--- src/rtl/pipeline_pkg.sv ---
// Shared encodings and widths for the pipeline hazard controller.
// Latency/backpressure: none (declarations only).
package pipeline_pkg;

  typedef enum logic [1:0] {
    RUN      = 2'd0,
    LU_STALL = 2'd1,
    MEM_WAIT = 2'd2
  } state_t;

  localparam int REG_W = 5;
  localparam logic [REG_W-1:0] ZERO_REG = 5'd0;

  localparam int STALL_CNT_W = 16;
  localparam logic [STALL_CNT_W-1:0] STALL_CNT_MAX = '1;

endpackage

--- src/rtl/pipeline_ctrl_load_use_detect.sv ---
// Flags a load in EX whose destination feeds an ID source register; $zero never hazards.
// Latency: 0 cycles (pure combinational); no backpressure of its own.
module load_use_detect
  import pipeline_pkg::*;
(
  input  logic             idex_memread,
  input  logic [REG_W-1:0] idex_rt,
  input  logic [REG_W-1:0] ifid_rs,
  input  logic [REG_W-1:0] ifid_rt,
  input  logic             ifid_uses_rt,
  output logic             lu_hit
);

  assign lu_hit = idex_memread && (idex_rt != ZERO_REG) &&
                  ((idex_rt == ifid_rs) || (ifid_uses_rt && (idex_rt == ifid_rt)));

endmodule

--- src/rtl/pipeline_ctrl.sv ---
// Hazard/stall controller: stage enables, flushes and bubbles for a 5-stage pipeline.
// Latency: 0 cycles (Mealy decode); memory not-ready freezes PC..EX/MEM and bubbles MEM/WB.
module pipeline_ctrl
  import pipeline_pkg::*;
#(
  parameter int MEM_TIMEOUT = 16
)
(
  input  logic                   clk,
  input  logic                   rst,
  input  logic                   idex_memread,
  input  logic [REG_W-1:0]       idex_rt,
  input  logic [REG_W-1:0]       ifid_rs,
  input  logic [REG_W-1:0]       ifid_rt,
  input  logic                   ifid_uses_rt,
  input  logic                   branch_taken,
  input  logic                   mem_req,
  input  logic                   mem_ready,
  output logic                   pc_en,
  output logic                   ifid_en,
  output logic                   idex_en,
  output logic                   exmem_en,
  output logic                   memwb_en,
  output logic                   ifid_flush,
  output logic                   idex_bubble,
  output logic                   memwb_bubble,
  output logic [1:0]             state,
  output logic [STALL_CNT_W-1:0] stall_count,
  output logic                   mem_err
);

  state_t      st_q;
  state_t      st_d;
  logic        lu_hit;
  logic        mem_stall;
  logic [15:0] wait_cnt;
  logic [16:0] wait_cnt_inc;

  load_use_detect u_load_use_detect (
    .idex_memread (idex_memread),
    .idex_rt      (idex_rt),
    .ifid_rs      (ifid_rs),
    .ifid_rt      (ifid_rt),
    .ifid_uses_rt (ifid_uses_rt),
    .lu_hit       (lu_hit)
  );

  assign mem_stall    = mem_req & ~mem_ready;
  assign wait_cnt_inc = {1'b0, wait_cnt} + 17'd1;
  assign state        = st_q;

  always_comb begin
    pc_en        = 1'b1;
    ifid_en      = 1'b1;
    idex_en      = 1'b1;
    exmem_en     = 1'b1;
    memwb_en     = 1'b1;
    ifid_flush   = 1'b0;
    idex_bubble  = 1'b0;
    memwb_bubble = 1'b0;
    st_d         = RUN;
    if (rst) begin
      pc_en        = 1'b0;
      ifid_en      = 1'b0;
      idex_en      = 1'b0;
      exmem_en     = 1'b0;
      memwb_en     = 1'b0;
      ifid_flush   = 1'b1;
      idex_bubble  = 1'b1;
      memwb_bubble = 1'b1;
    end else begin
      case (st_q)
        RUN, LU_STALL, MEM_WAIT: begin
          if (mem_stall) begin
            pc_en        = 1'b0;
            ifid_en      = 1'b0;
            idex_en      = 1'b0;
            exmem_en     = 1'b0;
            memwb_bubble = 1'b1;
            st_d         = MEM_WAIT;
          end else if (branch_taken) begin
            ifid_flush  = 1'b1;
            idex_bubble = 1'b1;
          end else if ((st_q == RUN) && lu_hit) begin
            // Hazard is only acted on from RUN; the stall cycle itself masks it.
            pc_en       = 1'b0;
            ifid_en     = 1'b0;
            idex_bubble = 1'b1;
            st_d        = LU_STALL;
          end
        end
        default: st_d = RUN;
      endcase
    end
  end

  always_ff @(posedge clk or posedge rst) begin
    if (rst) begin
      st_q        <= RUN;
      wait_cnt    <= '0;
      stall_count <= '0;
      mem_err     <= 1'b0;
    end else begin
      st_q <= st_d;
      if (st_q == MEM_WAIT) begin
        if (wait_cnt != 16'hFFFF) wait_cnt <= wait_cnt + 16'd1;
        // Sticky: the FSM keeps waiting, software sees the timeout until reset.
        if (wait_cnt_inc >= 17'(MEM_TIMEOUT)) mem_err <= 1'b1;
      end else if (st_d == MEM_WAIT) begin
        wait_cnt <= '0;
      end
      if (!pc_en && (stall_count != STALL_CNT_MAX)) stall_count <= stall_count + 16'd1;
    end
  end

endmodule

--- config.mk ---
export PLATFORM = sky130hd
export DESIGN_NAME = pipeline_ctrl
export DESIGN_NICKNAME = d
export VERILOG_FILES = /design/src/rtl/pipeline_pkg.sv /design/src/rtl/pipeline_ctrl_load_use_detect.sv /design/src/rtl/pipeline_ctrl.sv
export SDC_FILE = /design/constraint.sdc
export NUM_CORES = 1
export LEC_CHECK = 0
export ABC_AREA = 1
export CAP_MARGIN = 5
export CORE_MARGIN = 2
export CORE_UTILIZATION = 45
export DETAILED_ROUTE_END_ITERATION = 8
export DONT_BUFFER_PORTS = 1
export SYNTH_ARGS = -nofsm -noshare
export SYNTH_HDL_FRONTEND = slang
export SYNTH_SLANG_ARGS = --single-unit
--- constraint.sdc ---
create_clock -name clk -period 2.2 [get_ports clk]
set_input_delay 0.44 -clock clk [delete_from_list [all_inputs] [get_ports clk]]
set_output_delay 0.44 -clock clk [all_outputs]
set_load 0.02 [all_outputs]
# Yosys cells after proc, flatten, opt, wreduce, memory -nomap -nowiden
# Index checks and enable logic that the tools add are counted.
totals:
  output_inout_bits: 27
  ff_bits: 35
  input_bits: 22
  elab_cells: 60
classes:
  n_eq_ne: 8
  n_mux: 29
  addsub: 3
  bitwise: 2
  n_lt_le_gt_ge: 1
  reduce_logical: 13
ops:
  columns: ["operator", "n"]
  rows:
  - ["16-bit 2-to-1 mux", 3]
  - ["16-bit by 1-bit adder with 16-bit output (second input constant)", 2]
  - ["16-bit inequality test (second input constant)", 2]
  - ["1-bit 2-to-1 mux", 23]
  - ["16-bit by 1-bit adder with 17-bit output (second input constant)", 1]
  - ["17-bit by 5-bit >= comparator with 1-bit output (second input constant)", 1]
  - ["5-bit == test", 2]
  - ["2-bit 2-to-1 mux", 3]
  - ["1-bit logical AND", 5]
  - ["5-bit nonzero test", 1]
  - ["2-bit == test (second input constant)", 2]
  - ["2-bit AND reduction", 2]
  - ["3-bit OR reduction", 1]
  - ["2-bit by 1-bit == test with 1-bit output (second input constant)", 1]
  - ["2-bit zero test", 1]
  - ["2-bit by 1-bit inequality test with 1-bit output (second input constant)", 1]
  - ["2-bit nonzero test", 1]
  - ["1-bit AND", 1]
  - ["1-bit zero test", 1]
  - ["1-bit logical OR", 1]
  - ["1-bit inverter", 1]

# Depth between registers and ports, before layout
# Gate-level depths: netlist of the first run.
depth:
  word_depth: 13
  mapped_depth: 13

# By module
# Synthesis of the first run repeated with hierarchy kept, for this count alone.
unflattened:
  hier_cells: 336
  hier_area_um2: 2333.5
by_module_without_submodules:
  columns: ["mod", "area_each_um2", "cells_each", "n_inst"]
  rows:
  - ["pipeline_ctrl", 2127.0, 284, 1]
  - ["load_use_detect", 206.4, 52, 1]

# Worst setup path after synthesis of the first run
# No wires, ideal clock.
synth_path:
  path_kind: "input to output"
  startpoint: "input rst"
  endpoint: "output pc_en"
  arrival_time_ns: 2.688
  n_path_buf: 2
  required_ns: 1.760
  setup_slack_ns: -0.928
  stages: 7
  path_cell_list: "inv_1 nand2_1 inv_1 nand2_2 buf_4 inv_1 buf_4"
synth_via:
  elab_chain_len: 1
synth_lines:
  columns: ["item", "line_no", "rtl"]
  rows:
  - ["from (decl)", "pipeline_ctrl.sv:10", "input logic rst,"]
  - ["1-bit 2-to-1 mux", null, null]
  - ["to (decl)", "pipeline_ctrl.sv:19", "output logic pc_en,"]
# Every way passes these cells.

# Worst setup path in the final report of the first run
layout_path:
  startpoint: "register st_q[1], in the netlist state[1]"
  endpoint: "output pc_en"
layout_via:
  elab_chain_len: 7
layout_lines:
  columns: ["item", "line_no", "rtl"]
  rows:
  - ["from (decl)", "pipeline_ctrl.sv:32", "state_t st_q;"]
  - ["from (signal assigned)", "pipeline_ctrl.sv:104", "st_q <= st_d;"]
  - ["2-bit zero test", null, null]
  - ["1-bit logical AND", "pipeline_ctrl.sv:84", "end else if ((st_q == RUN) && lu_hit) begin"]
  - ["1-bit 2-to-1 mux (3 in a row)", null, null]
  - ["1-bit 2-to-1 mux (*) (2 in a row)", null, null]
# Every way passes the cells marked *; elsewhere a longest branch is shown, timed or not.

==> flow_summary.yaml, run 1 <==
run_status:
  status: "finished clean"
clock_tree:
  clockBufferDepth: 2
  numCtsBuffers: 5
  cts_root_buf: "clkbuf_8"
  cts_sinks: 35
  cts_hold_buf: 0
  clk_pin_slew_worst_paths_ns: 0.07
  cts_tree: "built"
  clock_latency_ns: 0.29
  h-tree-depth: 2
place:
  place_area_mm2: 0.00252
  gp_congestion: 0.875
  dp_hpwl_um: 4140
  dp_cells: 422
  portBuffers: 0
  dp_slack_ns: 0.224
sta:
  fin_crit_sh_pct: 93.4
  fin_crit_ns: 2.06
  fin_setup_tns_ns: 0
  setup_viol: 0
  rsz0062_at_grt: "no"
  drv_slew: 0
  setup_slack_ns: 0.145
  fin_skew_ns: 0.00664
  fmax_mhz: 487
  hold_viol_final: 0
  worstMarginPinSlew_ns: 0.424
  max-slew-margin-rel_pct: 71.8
  holdWs_ns: 0.109
detailed_routing:
  topRoutingLayerUsed: "met4"
  vias: 2190
  firstDrtPassIters: 4
  drc: 0
  ant_nets: 0
  wire_per_inst_um: 12.5
  drtIter0Drc: 185
  met3WireLength_um: 290
  via_per_inst: 5.09
  met1_length_um: 2380
  wl_met2_um: 2690
  routed_wl_um: 5400
global_routing:
  grt_pass1_wl_um: 9380
  grt_pass1_vias: 2154
  grtUsageTotal_pct: 19.6
  grt_start_max_net_pins: 21
  antenna_found_initial: 0
  overflow: 0
layout:
  area_delta_synth_final_pct: 8.95
  diodes: 0
  nets: 383
  instances_no_fill: 430
  final_area_mm2: 0.00261
  finalCoreUtilization_pct: 51.0
  drive_above_1_share_pct: 8.89
synth:
  syn_inst: 349
  syn_nets: 373
  syn_area_mm2: 0.00239
  synth_cell_types: 29
  syn_area_per_cell_um2: 6.85
  yosysSeqAreaShare_pct: 36.6
  ys_seq_elements: 35
  yosys_warnings: 0
worst_hold_path:
  hp-class: "in2async"
critical_path:
  worst-endpoint-required_ns: 1.76
  crit_path_end_kind: "output port"
  cp.arrival_ns: 1.62
  path_class: "reg2out"
  cp_max_fo: 18
  cp-start-kind: "register"
power:
  p_leak_nw: 1.30
  vdd_drop_max_mv: 0.375
  pwr_density_cell_mw_per_mm2: 630
  p_total_mw: 1.64
floorplan:
  chipHeight_um: 76.9
  die_area_mm2: 0.00591
  pin_count: 49
  start_util_pct: 46.8
  die_w_um: 76.9
  coreArea_mm2: 0.00511
  num_rows: 26
run:
  cap_violations: 0
-- cell type report --
cell class	instances	area [um2]
inverters	53	211
clock inverters	3	15.0
repair buffers	9	67.6
clock buffers	5	68.8
multi-input cells	255	1280
flip-flops and latches	35	876
well taps	70	87.6
fillers	512	2500
-- cell families after synthesis --
group	after synthesis	synth area share, %
xor gates and xnor gates	20	7.33
DFF	35	36.6
AOI/OAI and AO/OA	29	6.86
adders and majority gates	2	1.05
buffers and inverters	59	10.4
and+or+nand+nor	204	37.7
-- cell usage after synthesis --
cell | number | area share, %
dfrtp_1 | 35 | 37
nor2_2 | 1 | 0.26
nor3_1 | 7 | 1.5
buf_4 | 3 | 0.94
nand4_4 | 1 | 0.89
nor3_2 | 2 | 0.84
and3_2 | 1 | 0.31
a21boi_0 | 1 | 0.31
o21ai_1 | 1 | 0.21
nand2_1 | 108 | 17
o22ai_1 | 8 | 2.1
nand2_2 | 3 | 0.79
inv_2 | 1 | 0.16
nand3b_1 | 2 | 0.63
a31o_2 | 1 | 0.37
o21ai_0 | 13 | 2.7
ha_1 | 2 | 1.0
and2_1 | 1 | 0.26
nand2_4 | 1 | 0.47
nor2_1 | 33 | 5.2
buf_6 | 2 | 0.94
a21oi_1 | 4 | 0.84
nand3_1 | 35 | 7.3
o21bai_1 | 1 | 0.31
buf_2 | 1 | 0.21
xor2_1 | 13 | 4.8
xnor2_1 | 7 | 2.6
nand4_1 | 9 | 2.4
inv_1 | 52 | 8.2
-- routing by layer --
layer	track usage, %	up-vias
met2	35.0	51
met1	23.3	1005
met4	7.64	0
met5	0	-
met3	3.65	4
li1	-	1130
-- worst max-delay path, stage by stage, from the launching register on --
cell	delay (ns)
dfrtp_1	0.47
inv_1	0.11
o21ai_1	0.28
nand2_4	0.09
clkinvlp_4	0.09
nand2_4	0.14
inv_6	0.14
-- final timing paths --
path,from,endpoint,slack [ns],depth (start not counted)
min reg2reg,wait_cnt[3],wait_cnt[3],0.51,1
max,state[1],pc_en,0.14,6
min,rst,stall_count[8],0.11,2
max reg2reg,stall_count[1],stall_count[6],0.24,8
max in group asynchronous,rst,wait_cnt[9],1.82,2
min in group clk,rst,state[0],0.21,1
-- state kept, by name, summed over array words and instances, names as in the netlist --
| signal | count |
|---|---|
| state | 2 |
| stall_count | 16 |
| wait_cnt | 16 |
| mem_err | 1 |
-- power breakdown --
| part | leakage, nW | switching [mW] | total (mW) | internal [mW] |
|---|---|---|---|---|
| logic | 0.777 | 0.198 | 0.325 | 0.127 |
| registers | 0.472 | 0.146 | 0.860 | 0.714 |
| clock network | 0.0477 | 0.241 | 0.458 | 0.217 |
| total | 1.30 | 0.585 | 1.64 | 1.06 |
-- cells in the final DEF, fill, tap and decap left out --
master      synthesis  layout
a21boi_0            1       1
a21oi_1             4       4
a31o_2              1       1
and2_1              1       1
and3_2              1       1
buf_4               3       9
clkbuf_8            0       5
clkinv_2            0       3
clkinvlp_4          0       2
dfrtp_1            35      35
ha_1                2       2
inv_1              52      49
inv_2               1       1
inv_6               0       1
nand2_1           108     107
nand2_2             3       2
nand2_4             1       3
nand3_1            35      35
nand3b_1            2       2
nand4_1             9       9
nand4_4             1       1
nor2_1             33      33
nor2_2              1       1
nor3_1              7       7
nor3_2              2       2
o21ai_0            13      12
o21ai_1             1       2
o21bai_1            1       1
o22ai_1             8       8
xnor2_1             7       7
xor2_1             13      13
-- what timing repair did --
action,in CTS,in global routing
setup buffers,0,0
resized for setup,0,1
setup endpoints to repair,0,2
(Power assumes the default switching activity.)
==> run 2, diff against run 1 <==
- ABC_CLOCK_PERIOD_IN_PS: not set -> 2200
- REMOVE_ABC_BUFFERS: not set -> 1
==> run 2 against run 1 <==
Global-route usage up 0.11 points. First-iteration DRC count fell by 30%. Flip-flop and latch count unchanged. Critical path depth is 1 higher. Combinational power hardly changed. Final area up 0.53%. Register-to-register slack about the same. Maximum frequency up 0.64%. Largest power group unchanged.
==> flow_summary.yaml, run 2 (synthesis gave the netlist of run 1 again) <==
floorplan:
  num_rows: 26
  die_w_um: 76.9
  pin_count: 49
  coreArea_mm2: 0.00511
  chipHeight_um: 76.9
  start_util_pct: 46.8
  die_area_mm2: 0.00591
detailed_routing:
  drtIter0Drc: 130
  routed_wl_um: 5390
  wire_per_inst_um: 12.5
  drc: 0
  vias: 2172
  firstDrtPassIters: 4
  ant_nets: 0
  via_per_inst: 5.02
power:
  pwr_density_cell_mw_per_mm2: 651
  switching_share_pct: 33.8
  p_seq_share_pct: 50.5
  p_comb_share_pct: 19.0
  p_leak_nw: 1.32
  vdd_drop_max_mv: 0.568
  clkPwrFrac_pct: 30.5
  p_switching_mw: 0.577
  power.internal_mw: 1.13
place:
  dp_hpwl_um: 4160
  place_area_mm2: 0.00252
  portBuffers: 0
  gp_congestion: 0.862
sta:
  worstMarginPinSlew_ns: 0.415
  rsz0062_at_grt: "no"
  fmax_mhz: 490
  setup_viol: 0
  fin_skew_ns: 0.00700
  fin_crit_ns: 2.04
  drv_slew: 0
  hold_viol_final: 0
  max-slew-margin-rel_pct: 72.3
  fin_crit_sh_pct: 92.8
global_routing:
  gr-usage-met1_pct: 23.8
  grtUsageTotal_pct: 19.7
  grt_start_max_net_pins: 21
  overflow: 0
  use_met2_pct: 34.9
  grt_use_met3_pct: 5.06
  antenna_found_initial: 0
  grt_pass1_wl_um: 9530
  top_usage_layer: "met2"
  grt_pass1_vias: 2136
clock_tree:
  h-tree-depth: 2
  cts_tree: "built"
  clockBufferDepth: 2
  numCtsBuffers: 5
  cts_sinks: 35
  clk_pin_slew_worst_paths_ns: 0.07
  post_cts_resized: 0
  cts_root_buf: "clkbuf_8"
  clock_latency_ns: 0.29
  cts_hold_buf: 0
  cts_setup_buffers: 0
critical_path:
  worst-endpoint-required_ns: 1.76
  cp.arrival_ns: 1.60
  crit_path_max_incr_delay_ns: 0.48
  crit_family: "flip-flops"
  worst-path-stages: 7
  cp-start-kind: "register"
  cp_max_fo: 3
  cp_cell_sequence: "inv_1, o21ai_0, nand2_1, inv_1, nand2_2, inv_1, buf_4"
  crit_path_end_kind: "output port"
  cp_num_buf_inv: 4
  crit_path_frequent_cell: "inv_1"
  path_class: "reg2out"
  cpMaxStageDelayCell: "dfrtp_1"
  r2r_cells: 8
layout:
  finalCoreUtilization_pct: 51.3
  final_area_mm2: 0.00262
  num-fill-cells: 525
  final_common_cell: "nand2_1"
  layout_common_cells: "nand2_1, inv_1, nand3_1, dfrtp_1, nor2_1"
  nets: 386
  diodes: 0
  drive_above_1_share_pct: 8.26
  area_delta_synth_final_pct: 9.52
run_status:
  status: "finished clean"
worst_hold_path:
  hp-class: "in2async"
run:
  cap_violations: 0
## run 2: cell types whose count changed in the layout (fill, tap and decap cells not counted), sizes merged
cell      before  now
clkbuf         5    8
clkinv         3    1
inv           51   52
clkinvlp       2    0
buf            9   12
## run 2: final timing paths
path                           startpoint         endpoint  slack, ns
setup / recovery                 state[1]          ifid_en       0.16
hold / removal                        rst      wait_cnt[8]        0.1
setup reg to reg           stall_count[1]   stall_count[9]       0.25
hold reg to reg               wait_cnt[3]      wait_cnt[3]       0.50
max in group asynchronous             rst  stall_count[11]       1.89
min in group clk                      rst         state[0]       0.22
## run 2: worst reg2reg max path, delay by kind of cell (launching register included)
kind	cells	cell delay, ns
and+or+nand+nor	6	1.00
buffers and inverters	1	0.12
DFF	1	0.49
adders and majority gates	1	0.28
## run 2: power groups by stage
| stage | logic, mW | clock network [mW] | registers (mW) |
|---|---|---|---|
| 6_report | 0.324 | 0.521 | 0.862 |
| 5_1_grt | 0.380 | 0.560 | 0.876 |
| 4_1_cts | 0.329 | 0.545 | 0.863 |
| 3_5_place_dp | 0.328 | 0 | 0.875 |
| 3_3_place_gp | 0.324 | 0 | 0.875 |
| 2_1_floorplan | 0.250 | 0 | 0.857 |
## run 2: through the flow
step                      TNS [ns]  setup WS (ns)  instances  hold WS, ns  power [mW]
after floorplan             -11.58         -0.922        343        0.455        1.11
after global placement           0          0.285        425        0.415        1.20
after detailed placement         0          0.249        425        0.408        1.20
after CTS                        0          0.137        433       0.0916        1.74
after global routing             0         0.0120        433        0.115        1.82
final                            0          0.158        433       0.0968        1.71
## run 2: final cells by class
cell class	instances	area (um2)	area share [%]
inverters	53	199	7.60
multi-input cells	255	1270	48.4
repair buffers	12	90.1	3.44
flip-flops and latches	35	876	33.4
clock buffers	8	100	3.82
well taps	70	87.6	3.34
## run 2: layer usage
metal | wire, um | vias up
met4 | 34 | 0
met2 | 2790 | 45
li1 | - | 1133
met5 | 0 | -
met3 | 232 | 4
met1 | 2340 | 990
